[src/rtl/fetch_controller.sv]
// Instruction fetch front end: fetch_pc plus a 2-entry {instr, pc} queue feeding decode.
// Optional address bound check enabled by defining FETCH_BOUND_CHECK_EN.
module fetch_controller #(
  parameter logic [31:0] RESET_PC   = 32'h00000000,
  parameter int unsigned IMEM_BYTES = 256
) (
  input  logic        clk,
  input  logic        rst_n,
  output logic [31:0] imem_addr,
  input  logic [31:0] imem_rd,
  input  logic        redirect_valid,
  input  logic [31:0] redirect_pc,
  output logic        instr_valid,
  output logic [31:0] instr,
  output logic [31:0] instr_pc,
  input  logic        instr_ready,
  output logic        fetch_fault
);

  localparam logic [31:0] NOP_INSTR  = 32'h00000013;
  localparam logic [31:0] PC_START   = {RESET_PC[31:2], 2'b00};
  localparam logic [31:0] IMEM_LIMIT = 32'(IMEM_BYTES);
`ifdef FETCH_BOUND_CHECK_EN
  localparam bit BOUND_CHECK = 1'b1;
`else
  localparam bit BOUND_CHECK = 1'b0;
`endif

  logic [31:0]      fetch_pc_reg, fetch_pc_next;
  logic [1:0]       count_reg, count_next;
  logic             wr_ptr_reg, wr_ptr_next;
  logic             rd_ptr_reg, rd_ptr_next;
  logic [1:0][31:0] slot_instr;
  logic [1:0][31:0] slot_pc;
  logic             out_of_range;
  logic             full;
  logic             push;
  logic             pop;

  assign out_of_range = BOUND_CHECK && (fetch_pc_reg >= IMEM_LIMIT);
  assign full         = (count_reg == 2'd2);
  assign instr_valid  = (count_reg != 2'd0);
  assign pop          = instr_valid && instr_ready && !redirect_valid;
  // A full queue still accepts a new word when the head leaves in the same cycle.
  assign push         = !redirect_valid && !out_of_range && (!full || pop);
  assign imem_addr    = fetch_pc_reg;

  always_comb begin
    fetch_pc_next = fetch_pc_reg;
    count_next    = count_reg;
    wr_ptr_next   = wr_ptr_reg;
    rd_ptr_next   = rd_ptr_reg;
    if (redirect_valid) begin
      fetch_pc_next = {redirect_pc[31:2], 2'b00};
      count_next    = 2'd0;
      wr_ptr_next   = 1'b0;
      rd_ptr_next   = 1'b0;
    end else begin
      if (push) begin
        fetch_pc_next = fetch_pc_reg + 32'd4;
        wr_ptr_next   = ~wr_ptr_reg;
      end
      if (pop) begin
        rd_ptr_next = ~rd_ptr_reg;
      end
      case ({push, pop})
        2'b10:   count_next = count_reg + 2'd1;
        2'b01:   count_next = count_reg - 2'd1;
        default: count_next = count_reg;
      endcase
    end
  end

  always_ff @(posedge clk or negedge rst_n) begin
    if (!rst_n) begin
      fetch_pc_reg <= PC_START;
      count_reg    <= 2'd0;
      wr_ptr_reg   <= 1'b0;
      rd_ptr_reg   <= 1'b0;
    end else begin
      fetch_pc_reg <= fetch_pc_next;
      count_reg    <= count_next;
      wr_ptr_reg   <= wr_ptr_next;
      rd_ptr_reg   <= rd_ptr_next;
    end
  end

  // Queue payload needs no reset: count_reg alone decides what is visible.
  genvar gi;
  generate
    for (gi = 0; gi < 2; gi++) begin : g_slot
      logic [31:0] instr_reg;
      logic [31:0] pc_reg;
      always_ff @(posedge clk) begin
        if (push && (wr_ptr_reg == 1'(gi))) begin
          instr_reg <= imem_rd;
          pc_reg    <= fetch_pc_reg;
        end
      end
      assign slot_instr[gi] = instr_reg;
      assign slot_pc[gi]    = pc_reg;
    end
  endgenerate

  assign instr    = instr_valid ? slot_instr[rd_ptr_reg] : NOP_INSTR;
  assign instr_pc = instr_valid ? slot_pc[rd_ptr_reg]    : fetch_pc_reg;

`ifdef FETCH_BOUND_CHECK_EN
  logic fault_reg;
  always_ff @(posedge clk or negedge rst_n) begin
    if (!rst_n) begin
      fault_reg <= 1'b0;
    end else if (redirect_valid) begin
      fault_reg <= 1'b0;
    end else if (out_of_range) begin
      fault_reg <= 1'b1;
    end
  end
  assign fetch_fault = fault_reg;
`else
  assign fetch_fault = 1'b0;
`endif

endmodule

[config.mk]
export PLATFORM = sky130hd
export DESIGN_NAME = fetch_controller
export DESIGN_NICKNAME = d
export VERILOG_FILES = /design/src/rtl/fetch_controller.sv
export SDC_FILE = /design/constraint.sdc
export NUM_CORES = 1
export LEC_CHECK = 0
export CORE_MARGIN = 8
export CORE_UTILIZATION = 49
export CTS_CLUSTER_SIZE = 10
export DETAILED_ROUTE_END_ITERATION = 10
export GPL_TIMING_DRIVEN = 0
export PLACE_DENSITY = 0.83
export SETUP_SLACK_MARGIN = 0.4
export SLEW_MARGIN = 25
export SYNTH_ARGS = -nofsm -noshare
export SYNTH_HDL_FRONTEND = slang
export SYNTH_SLANG_ARGS = --single-unit
[constraint.sdc]
create_clock -name clk -period 7.53 [get_ports clk]
set_input_delay 1.506 -clock clk [delete_from_list [all_inputs] [get_ports clk]]
set_output_delay 1.506 -clock clk [all_outputs]
set_load 0.02 [all_outputs]
==> results of run 1 <==
cell type report:
cell class                 instances  share of cell area
sequential                       158               0.492
multi-input combinational        325               0.215
timing repair buffer             175               0.187
clock buffer                      19              0.0465
tap                              180              0.0242
buffer                            33              0.0160
clock inverter                    13              0.0159
inverter                           8             0.00323
report_power, final:
part	internal, mW	switching (mW)
registers	1.03	0.0496
clock network	0.515	0.323
logic	0.250	0.301
per-stage QoR:
stage	worst slack, ns	utilization	hold slack [ns]
global placement	-2.67	0.626	0.473
finish	3.07	0.681	0.513
CTS	2.98	0.681	0.515
floorplan	0.436	-	0.519
detailed placement	3.45	0.638	0.496
global route	2.81	0.681	0.537
cells by family after synthesis:
family,count (synthesis)
buffers and inverters,41
and+or+nand+nor,157
xor gates and xnor gates,31
adders and majority gates,1
AOI/OAI and AO/OA,65
muxes,66
DFF,158
other,1
path summary, 6_finish.rpt:
path / end / startpoint
min in group asynchronous: imem_addr[17] / rst_n
setup reg to reg: g_slot[1].pc_reg[20] / count_reg[0]
hold / removal: g_slot[1].pc_reg[9] / imem_addr[9]
max in group asynchronous: imem_addr[4] / rst_n
hold reg to reg: g_slot[1].pc_reg[9] / imem_addr[9]
setup / recovery: instr[28] / count_reg[0]
metal layers:
| metal | routed length (um) | vias up |
|---|---|---|
| met1 | 6790 | 2334 |
| met2 | 8440 | 193 |
| met5 | 0 | - |
| met4 | 349 | 0 |
| li1 | - | 2255 |
| met3 | 1250 | 27 |
Yosys cell counts, types with 2 or more instances:
cell type	count	area share
o2111ai_1	2	0.0026
nor3_1	11	0.0082
mux2_2	3	0.0050
nand3_1	11	0.0082
buf_4	6	0.0067
nand2_1	69	0.039
nor2b_1	2	0.0019
nor4_1	6	0.0056
o21ai_0	59	0.044
nor2_1	42	0.023
nand4_1	3	0.0028
buf_1	5	0.0028
inv_1	8	0.0045
and3_1	5	0.0047
clkbuf_1	20	0.011
and4_1	2	0.0026
edfxtp_1	124	0.55
xor2_1	9	0.012
mux2i_1	63	0.094
dfrtp_1	34	0.13
xnor2_1	22	0.029
worst max-delay path: stages (launching register included):
cell and delay, ns:
dfrtp_1 0.40, nor2_1 0.62, clkbuf_1 0.44, clkbuf_1 0.39
nor2_1 0.11, clkdlybuf4s50_1 0.56
cells in the final DEF, fill, tap and decap left out, drive strengths merged, types with 6 or more instances in the layout:
cell type,synthesis,layout
nand3,11,11
xor2,9,9
clkdlybuf4s50,0,157
dfrtp,34,34
buf,12,30
inv,8,8
nor3,11,11
nand2,69,69
mux2i,63,63
clkinv,0,6
clkbuf,21,40
xnor2,22,22
nor2,42,42
nor4,6,6
o21ai,60,60
edfxtp,124,124
==> flow_metrics.py, run 1 <==
metrics = {
    "synth": {
        "synthCells": 520,
        "synth_top_flop_cell": "edfxtp_1",
        "ys.warnings.count": 0,
        "synth_mux_area_frac": 0.0988,
        "mappedNetlistArea_um2": 6730,
        "post_synthesis_simple_gate_area_fraction": 0.102,
        "synth-adder-area-share": 0.00186,
        "yosys_reg_bits": 158,
        "count_of_flip_flops_with_a_built_in_enable_after_synthesis": 124,
        "synth_top_family_by_area": "simple AND/OR/NAND/NOR gates",
        "parity_gate_share_of_the_synthesized_area_counting_xor_and_xnor_cells": 0.0404,
        "post_synth.cell_area_avg_um2": 12.9,
        "synth.yosys.seq_area_share": 0.680,
        "synth_compound_gate_area_share": 0.0500,
        "synth.distinct_cells": 35,
        "synth_async_sr_flop_share": 0.215,
    },
    "run": {
        "drv.max_cap_violation_count": 0,
    },
    "clock_network": {
        "cts.reportedPaths.clkPinSlew_ns": 0.06,
        "numClockSinks": 158,
        "cts_root_buffer": "clkbuf_16",
        "hold_buffers": 0,
        "cts.repair_timing.setup_buffer_count": 0,
        "cts_inserted_buffers": 17,
        "cts-root-to-sink-buffers": 2,
        "clk_latency_ns": 0.42,
        "cts_repair_resize_count": 0,
        "cts.htree.levels": 4,
        "tritoncts": "built",
    },
    "critical_path": {
        "timing.setup.critical_path_class": "flop to output port",
        "worst_path_fanout_max": 10,
        "critPathCaptureType": "output port",
        "worst-r2r-cell-count": 6,
        "category_of_the_worst_setup_path_launch_point": "flop",
        "worst-endpoint-arrival_ns": 2.95,
        "wp_data_required_ns": 6.02,
        "setup.reg_to_reg.worst_slack_ns": 5.16,
    },
    "floorplan": {
        "die_x_um": 133,
        "io-pin-count": 166,
        "rows": 43,
        "floorplan.die.height_um": 133,
        "core_area_um2": 13700,
        "floorplan.initialDensity": 0.492,
        "dieArea_um2": 17700,
    },
    "cells_and_area": {
        "stdcell_area_um2": 9300,
        "layout-drive-gt1-share": 0.0821,
        "layoutNonFillerInstCount": 911,
        "largest_reg_flops": 64,
        "finalNetCount": 787,
        "area_delta_synth_final_pct": 38.3,
        "fillCellCount": 970,
        "multi_input_comb_area_um2": 2000,
        "insertedDiodeCount": 0,
        "seq_area_um2": 4570,
    },
    "grt": {
        "grt_pass1_wl_um": 26600,
        "globalRoute.busiestLayer": "met2",
        "grt.met2_usage": 0.325,
        "track_usage": 0.192,
        "first_global_vias": 5034,
        "groute.layer.met1.usage": 0.225,
        "grt_max_degree": 21,
        "antenna_violations_before_repair": 0,
        "global_route.overflow_total": 0,
        "use_met3": 0.0553,
    },
    "sta": {
        "max-slew-margin-rel": 0.358,
        "fraction_of_the_cycle_the_final_worst_path_needs": 0.592,
        "achievable_frequency_mhz": 224,
        "worst_clock_skew_ns": 0.00631,
        "finalSetupTns_ns": 0,
        "setup_viol": 0,
        "grt_setup_unrepaired": "false",
        "finalHoldViolCount": 0,
        "timing.final.crit_period_ns": 4.46,
        "worstMarginPinSlew_ns": 0.961,
        "drv_slew": 0,
    },
    "power_and_ir_drop": {
        "total_leakage_power_nw": 3.30,
        "vdd_ir_drop_max_v": 0.000159,
        "finalPower_mw": 2.47,
        "cellPowerDensity_nw_per_um2": 265,
    },
    "routing": {
        "route.detailed.drc": 0,
        "drtAntennaViolNets": 0,
        "route.detailed.wl_per_inst_um": 18.5,
        "dr.pass1.iters": 5,
        "num_vias": 4809,
        "via_count_normalized_by_instance_count": 5.28,
        "drt_iter0_markers": 283,
        "finalWirelength_um": 16800,
    },
    "placed_design": {
        "post-place-cells": 879,
        "hpwl_reported_at_the_end_of_detailed_placement_um": 12400,
        "gp_congestion": 0.796,
        "io_buffers": 158,
        "detailed_place.area_um2": 8720,
    },
    "min_path": {
        "worst_hold_path_type": "flop to flop",
        "holdPathStages": 0,
    },
    "outcome": {
        "outcome": "completed",
    },
}
Note: power is estimated with default switching activity, not from simulation.
==> run 2, diff against run 1 <==
Settings changed: CORE_UTILIZATION 49 to 45, PLACE_DENSITY 0.83 to 0.81.
Clock period 7.53 ns to 4.04 ns, I/O delays scaled along.
==> flow_metrics.py, run 2 (synthesized netlist as in run 1, its figures left out) <==
metrics = {
    "placed_design": {
        "detailed_place.area_um2": 8730,
        "hpwl_reported_at_the_end_of_detailed_placement_um": 12500,
        "io_buffers": 158,
        "gp_congestion": 0.779,
        "preCtsSetupSlack_ns": 0.657,
    },
    "routing": {
        "drtAntennaViolNets": 0,
        "post_route_m1_wl_um": 7470,
        "route.met2.wl_um": 8350,
        "routed.top_layer": "met4",
        "finalWirelength_um": 17200,
        "num_vias": 4762,
        "drt_iter0_markers": 326,
        "detailroute.wirelength.met3_um": 1150,
        "dr.pass1.iters": 4,
        "route.detailed.drc": 0,
        "via_count_normalized_by_instance_count": 5.24,
        "route.detailed.wl_per_inst_um": 18.9,
    },
    "power_and_ir_drop": {
        "power.share.clock": 0.358,
        "total_leakage_power_nw": 3.34,
        "seq_power_share": 0.425,
        "vdd_ir_drop_max_v": 0.000323,
        "power.net_switching_mw": 1.26,
        "power_switching_share": 0.266,
        "cellPowerDensity_nw_per_um2": 506,
        "power.combinational.fraction": 0.217,
        "internal_power_mw": 3.48,
        "finalPower_mw": 4.74,
    },
    "run": {
        "drv.max_cap_violation_count": 0,
    },
    "floorplan": {
        "dieArea_um2": 19100,
        "core_area_um2": 14600,
        "floorplan.die.height_um": 138,
        "die_x_um": 138,
        "floorplan.initialDensity": 0.461,
        "rows": 44,
        "io-pin-count": 166,
    },
    "min_path": {
        "worst_hold_path_type": "input port to async pin",
    },
    "cells_and_area": {
        "layout-drive-gt1-share": 0.0841,
        "finalNetCount": 781,
        "mostFrequentLayoutCell": "clkdlybuf4s50_1",
        "layout.cells.most_common_list": "157 x clkdlybuf4s50_1, 124 x edfxtp_1, 69 x nand2_1",
        "insertedDiodeCount": 0,
        "stdcell_area_um2": 9370,
        "largest_reg_flops": 64,
        "postLayoutCoreUtil": 0.643,
        "area_delta_synth_final_pct": 39.4,
    },
    "sta": {
        "max-slew-margin-rel": 0.382,
        "layout_setup_ws_ns": 0.642,
        "setup_viol": 0,
        "achievable_frequency_mhz": 294,
        "fraction_of_the_cycle_the_final_worst_path_needs": 0.841,
        "timing.final.crit_period_ns": 3.40,
        "worstMarginPinSlew_ns": 0.926,
        "grt_setup_unrepaired": "false",
        "drv_slew": 0,
        "finalHoldViolCount": 0,
        "worst_clock_skew_ns": 0.00836,
    },
    "clock_network": {
        "cts.repair_timing.setup_buffer_count": 0,
        "cts.reportedPaths.clkPinSlew_ns": 0.06,
        "hold_buffers": 0,
        "cts_root_buffer": "clkbuf_16",
        "tritoncts": "built",
        "cts-root-to-sink-buffers": 2,
        "clk_latency_ns": 0.42,
        "cts_repair_resize_count": 4,
        "cts.htree.levels": 4,
        "numClockSinks": 158,
        "cts_inserted_buffers": 17,
    },
    "critical_path": {
        "worst-endpoint-arrival_ns": 2.59,
        "worst_path_fanout_max": 10,
        "cp_slowest_cell": "clkdlybuf4s50_1",
        "timing.setup.critical_path_class": "flop to output port",
        "critPathCaptureType": "output port",
        "wp_data_required_ns": 3.23,
        "worst-r2r-cell-count": 6,
        "category_of_the_worst_setup_path_launch_point": "flop",
        "timing.critical_path.cells": "nor2_2 -> clkbuf_1 -> nand2_1 -> o21ai_0 -> clkdlybuf4s50_1",
        "critPathMaxStageDelay_ns": 0.68,
    },
    "grt": {
        "antenna_violations_before_repair": 0,
        "grt_max_degree": 19,
        "first_global_vias": 4908,
        "global_route.overflow_total": 0,
        "grt_pass1_wl_um": 27800,
        "track_usage": 0.183,
    },
    "outcome": {
        "outcome": "completed",
    },
}
[run 2: cell count changes in the layout (fill, tap and decap cells not counted), sizes merged]
cell	delta
clkbuf	+3
inv	+1
bufinv	+2
clkinv	-1
buf	-8
clkinvlp	-3
[run 2: power by group through the flow]
stage / Clock (mW) / Sequential, mW / Combinational, mW
floorplan: 0 / 2.06 / 0.488
global placement: 0 / 2.04 / 0.987
detailed placement: 0 / 2.05 / 1.04
CTS: 1.73 / 2.01 / 1.05
global route: 1.80 / 2.03 / 1.11
finish: 1.70 / 2.01 / 1.03
[run 2: final cells by class]
class                      count  area (um2)
multi-input combinational    325        2010
timing repair buffer         169        1740
tap                          184         230
sequential                   158        4570
clock buffer                  20         437
buffer                        33         159
inverter                       8        30.0
clock inverter                12         191
fill                        1074        5220
[run 2: worst max-delay path, delay by kind of cell, from the launching register on]
family	cells	cell delay, ns
buffers and inverters	2	1.11
and+or+nand+nor	2	0.51
DFF	1	0.41
AOI/OAI and AO/OA	1	0.15
[run 2: layer usage]
layer  vias to the layer above  track usage
met3                        16       0.0531
met1                      2316        0.230
li1                       2251            -
met2                       179        0.297
met4                         0       0.0606
met5                         -            0
[run 2: final timing paths]
check,endpoint,slack (ns),start
max,instr_pc[9],0.64,count_reg[0]
min,imem_addr[14],0.36,rst_n
max reg2reg,imem_addr[28],1.74,imem_addr[5]
min reg2reg,g_slot[0].pc_reg[14],0.51,imem_addr[14]
max in group asynchronous,rd_ptr_reg,3.20,rst_n
min in group clk,g_slot[0].pc_reg[14],0.51,imem_addr[14]
[run 2: stage by stage]
stage | hold slack [ns] | setup TNS (ns) | cells
floorplan | 0.512 | 0 | 524
global placement | 0.473 | -86.46 | 866
detailed placement | 0.489 | 0 | 877
CTS | 0.346 | 0 | 909
global route | 0.376 | 0 | 909
finish | 0.362 | 0 | 909
==> run 3, diff against run 2 <==
Clock period 4.04 ns to 2.8 ns, I/O delays scaled along.
==> flow_metrics.py, run 3 (synthesized netlist as in run 1, its figures left out) <==
metrics = {
    "outcome": {
        "outcome": "completed",
    },
    "power_and_ir_drop": {
        "power.net_switching_mw": 1.84,
        "cellPowerDensity_nw_per_um2": 709,
        "seq_power_share": 0.439,
        "power.combinational.fraction": 0.217,
        "vdd_ir_drop_max_v": 0.000486,
        "power.share.clock": 0.344,
        "power_switching_share": 0.278,
        "total_leakage_power_nw": 3.51,
        "internal_power_mw": 4.77,
        "finalPower_mw": 6.61,
    },
    "critical_path": {
        "timing.critical_path.cells": "nor2_4 -> buf_6 -> clkbuf_8 -> clkbuf_8 -> nor2_1 -> dlygate4sd2_1",
        "critPathMaxStageDelay_ns": 0.42,
        "critPathMostFrequentCell": "clkbuf_8",
        "timing.setup.critical_path_class": "flop to output port",
        "worst-endpoint-arrival_ns": 1.85,
        "worst_path_fanout_max": 10,
        "wp_buf_inv": 4,
        "path_delay_family": "buffers and inverters",
        "worst-r2r-cell-count": 7,
        "category_of_the_worst_setup_path_launch_point": "flop",
        "critPathCaptureType": "output port",
        "wp_data_required_ns": 2.24,
        "critical_path_depth": 6,
        "cp_slowest_cell": "dfrtp_1",
    },
    "sta": {
        "achievable_frequency_mhz": 415,
        "grt_setup_unrepaired": "true",
        "max-slew-margin-rel": 0.496,
        "setup_viol": 0,
        "fraction_of_the_cycle_the_final_worst_path_needs": 0.860,
        "layout_setup_ws_ns": 0.391,
        "worst_clock_skew_ns": 0.00844,
        "drv_slew": 0,
        "fin_hold_ws_ns": 0.0980,
        "finalHoldViolCount": 0,
        "worstMarginPinSlew_ns": 0.748,
        "timing.final.crit_period_ns": 2.41,
    },
    "placed_design": {
        "io_buffers": 158,
        "gp_congestion": 0.781,
        "hpwl_reported_at_the_end_of_detailed_placement_um": 12300,
        "preCtsSetupSlack_ns": -0.333,
    },
    "grt": {
        "first_global_vias": 4962,
        "grt_pass1_wl_um": 26900,
        "antenna_violations_before_repair": 0,
        "grt_max_degree": 19,
        "track_usage": 0.177,
        "global_route.overflow_total": 0,
    },
    "cells_and_area": {
        "largest_reg_flops": 64,
        "layout-drive-gt1-share": 0.170,
        "insertedDiodeCount": 0,
        "area_delta_synth_final_pct": 38.6,
        "layout.cells.most_common_list": "124 x edfxtp_1, 94 x clkdlybuf4s50_1, 69 x nand2_1",
        "postLayoutCoreUtil": 0.639,
        "finalNetCount": 787,
        "mostFrequentLayoutCell": "edfxtp_1",
    },
    "clock_network": {
        "cts.htree.levels": 4,
        "tritoncts": "built",
        "cts_root_buffer": "clkbuf_16",
        "numClockSinks": 158,
        "cts-root-to-sink-buffers": 2,
        "hold_buffers": 0,
        "cts.reportedPaths.clkPinSlew_ns": 0.06,
        "cts_inserted_buffers": 17,
        "clk_latency_ns": 0.42,
    },
    "floorplan": {
        "rows": 44,
        "io-pin-count": 166,
        "die_x_um": 138,
        "dieArea_um2": 19100,
        "core_area_um2": 14600,
        "floorplan.die.height_um": 138,
        "floorplan.initialDensity": 0.461,
    },
    "routing": {
        "finalWirelength_um": 17200,
        "drtAntennaViolNets": 0,
        "route.detailed.wl_per_inst_um": 18.8,
        "drt_iter0_markers": 282,
        "dr.pass1.iters": 4,
        "num_vias": 4781,
        "route.detailed.drc": 0,
        "via_count_normalized_by_instance_count": 5.23,
    },
    "run": {
        "drv.max_cap_violation_count": 0,
    },
    "min_path": {
        "worst_hold_path_type": "input port to async pin",
    },
}
==> run 3: cell count changes in the layout (fill, tap and decap cells not counted), sizes merged, moves of 2 or more <==
cell / before / now
bufinv: 5 / 3
clkdlybuf4s50: 157 / 94
dlygate4sd2: 0 / 24
buf: 22 / 62
clkdlybuf4s15: 0 / 6
clkinv: 5 / 8
==> run 3: metal layers <==
layer	vias up	GRT usage	share of wire
met5	-	0	0
met4	0	0.0589	0.013
met3	14	0.0534	0.065
met2	198	0.293	0.49
met1	2312	0.215	0.44
li1	2257	-	-
==> run 3: power by group through the flow <==
stage,registers (mW),logic (mW),clock network (mW)
global route,2.93,1.53,2.41
global placement,2.95,1.43,0
detailed placement,2.95,1.50,0
CTS,2.90,1.48,2.32
finish,2.90,1.43,2.27
floorplan,2.97,0.707,0
==> run 3: layout make-up <==
cell class | instances | area (um2)
multi-input cells | 325 | 2050
repair buffers | 175 | 1600
plain buffers | 33 | 255
well taps | 184 | 230
clock buffers | 20 | 437
inverters | 8 | 30.0
flip-flops and latches | 158 | 4570
fillers | 1136 | 5270
clock inverters | 12 | 145
==> run 3: worst paths after layout <==
path	startpoint	end	slack, ns
worst max-delay path	count_reg[1]	instr[24]	0.39
worst min-delay path	rst_n	imem_addr[16]	0.1
worst max register to register	count_reg[1]	imem_addr[31]	0.54
worst min register to register	imem_addr[14]	g_slot[1].pc_reg[14]	0.51
max in group asynchronous	rst_n	imem_addr[8]	2.22
min in group clk	imem_addr[14]	g_slot[1].pc_reg[14]	0.51
==> run 3: through the flow <==
stage	std cells	instance area, um2	TNS, ns
floorplan	524	6780	-11.92
finish	915	9320	0
detailed placement	877	8740	-16.39
global placement	866	8590	-200.88
global route	915	9320	0
CTS	915	9440	0
==> run 3: worst reg2reg max path, delay by kind of cell, from the launching register on <==
| kind | cells | cell delay [ns] |
|---|---|---|
| and+or+nand+nor | 3 | 0.87 |
| AOI/OAI and AO/OA | 2 | 0.38 |
| DFF | 1 | 0.42 |
| buffers and inverters | 2 | 0.50 |
==> run 3: timing repair <==
item,4_1_cts,5_1_grt
cloned,0,0
pin swaps,3,0
setup buffers,6,0
endpoints found under the hold margin,0,0
gates resized for setup,210,51
setup endpoints to repair,108,49
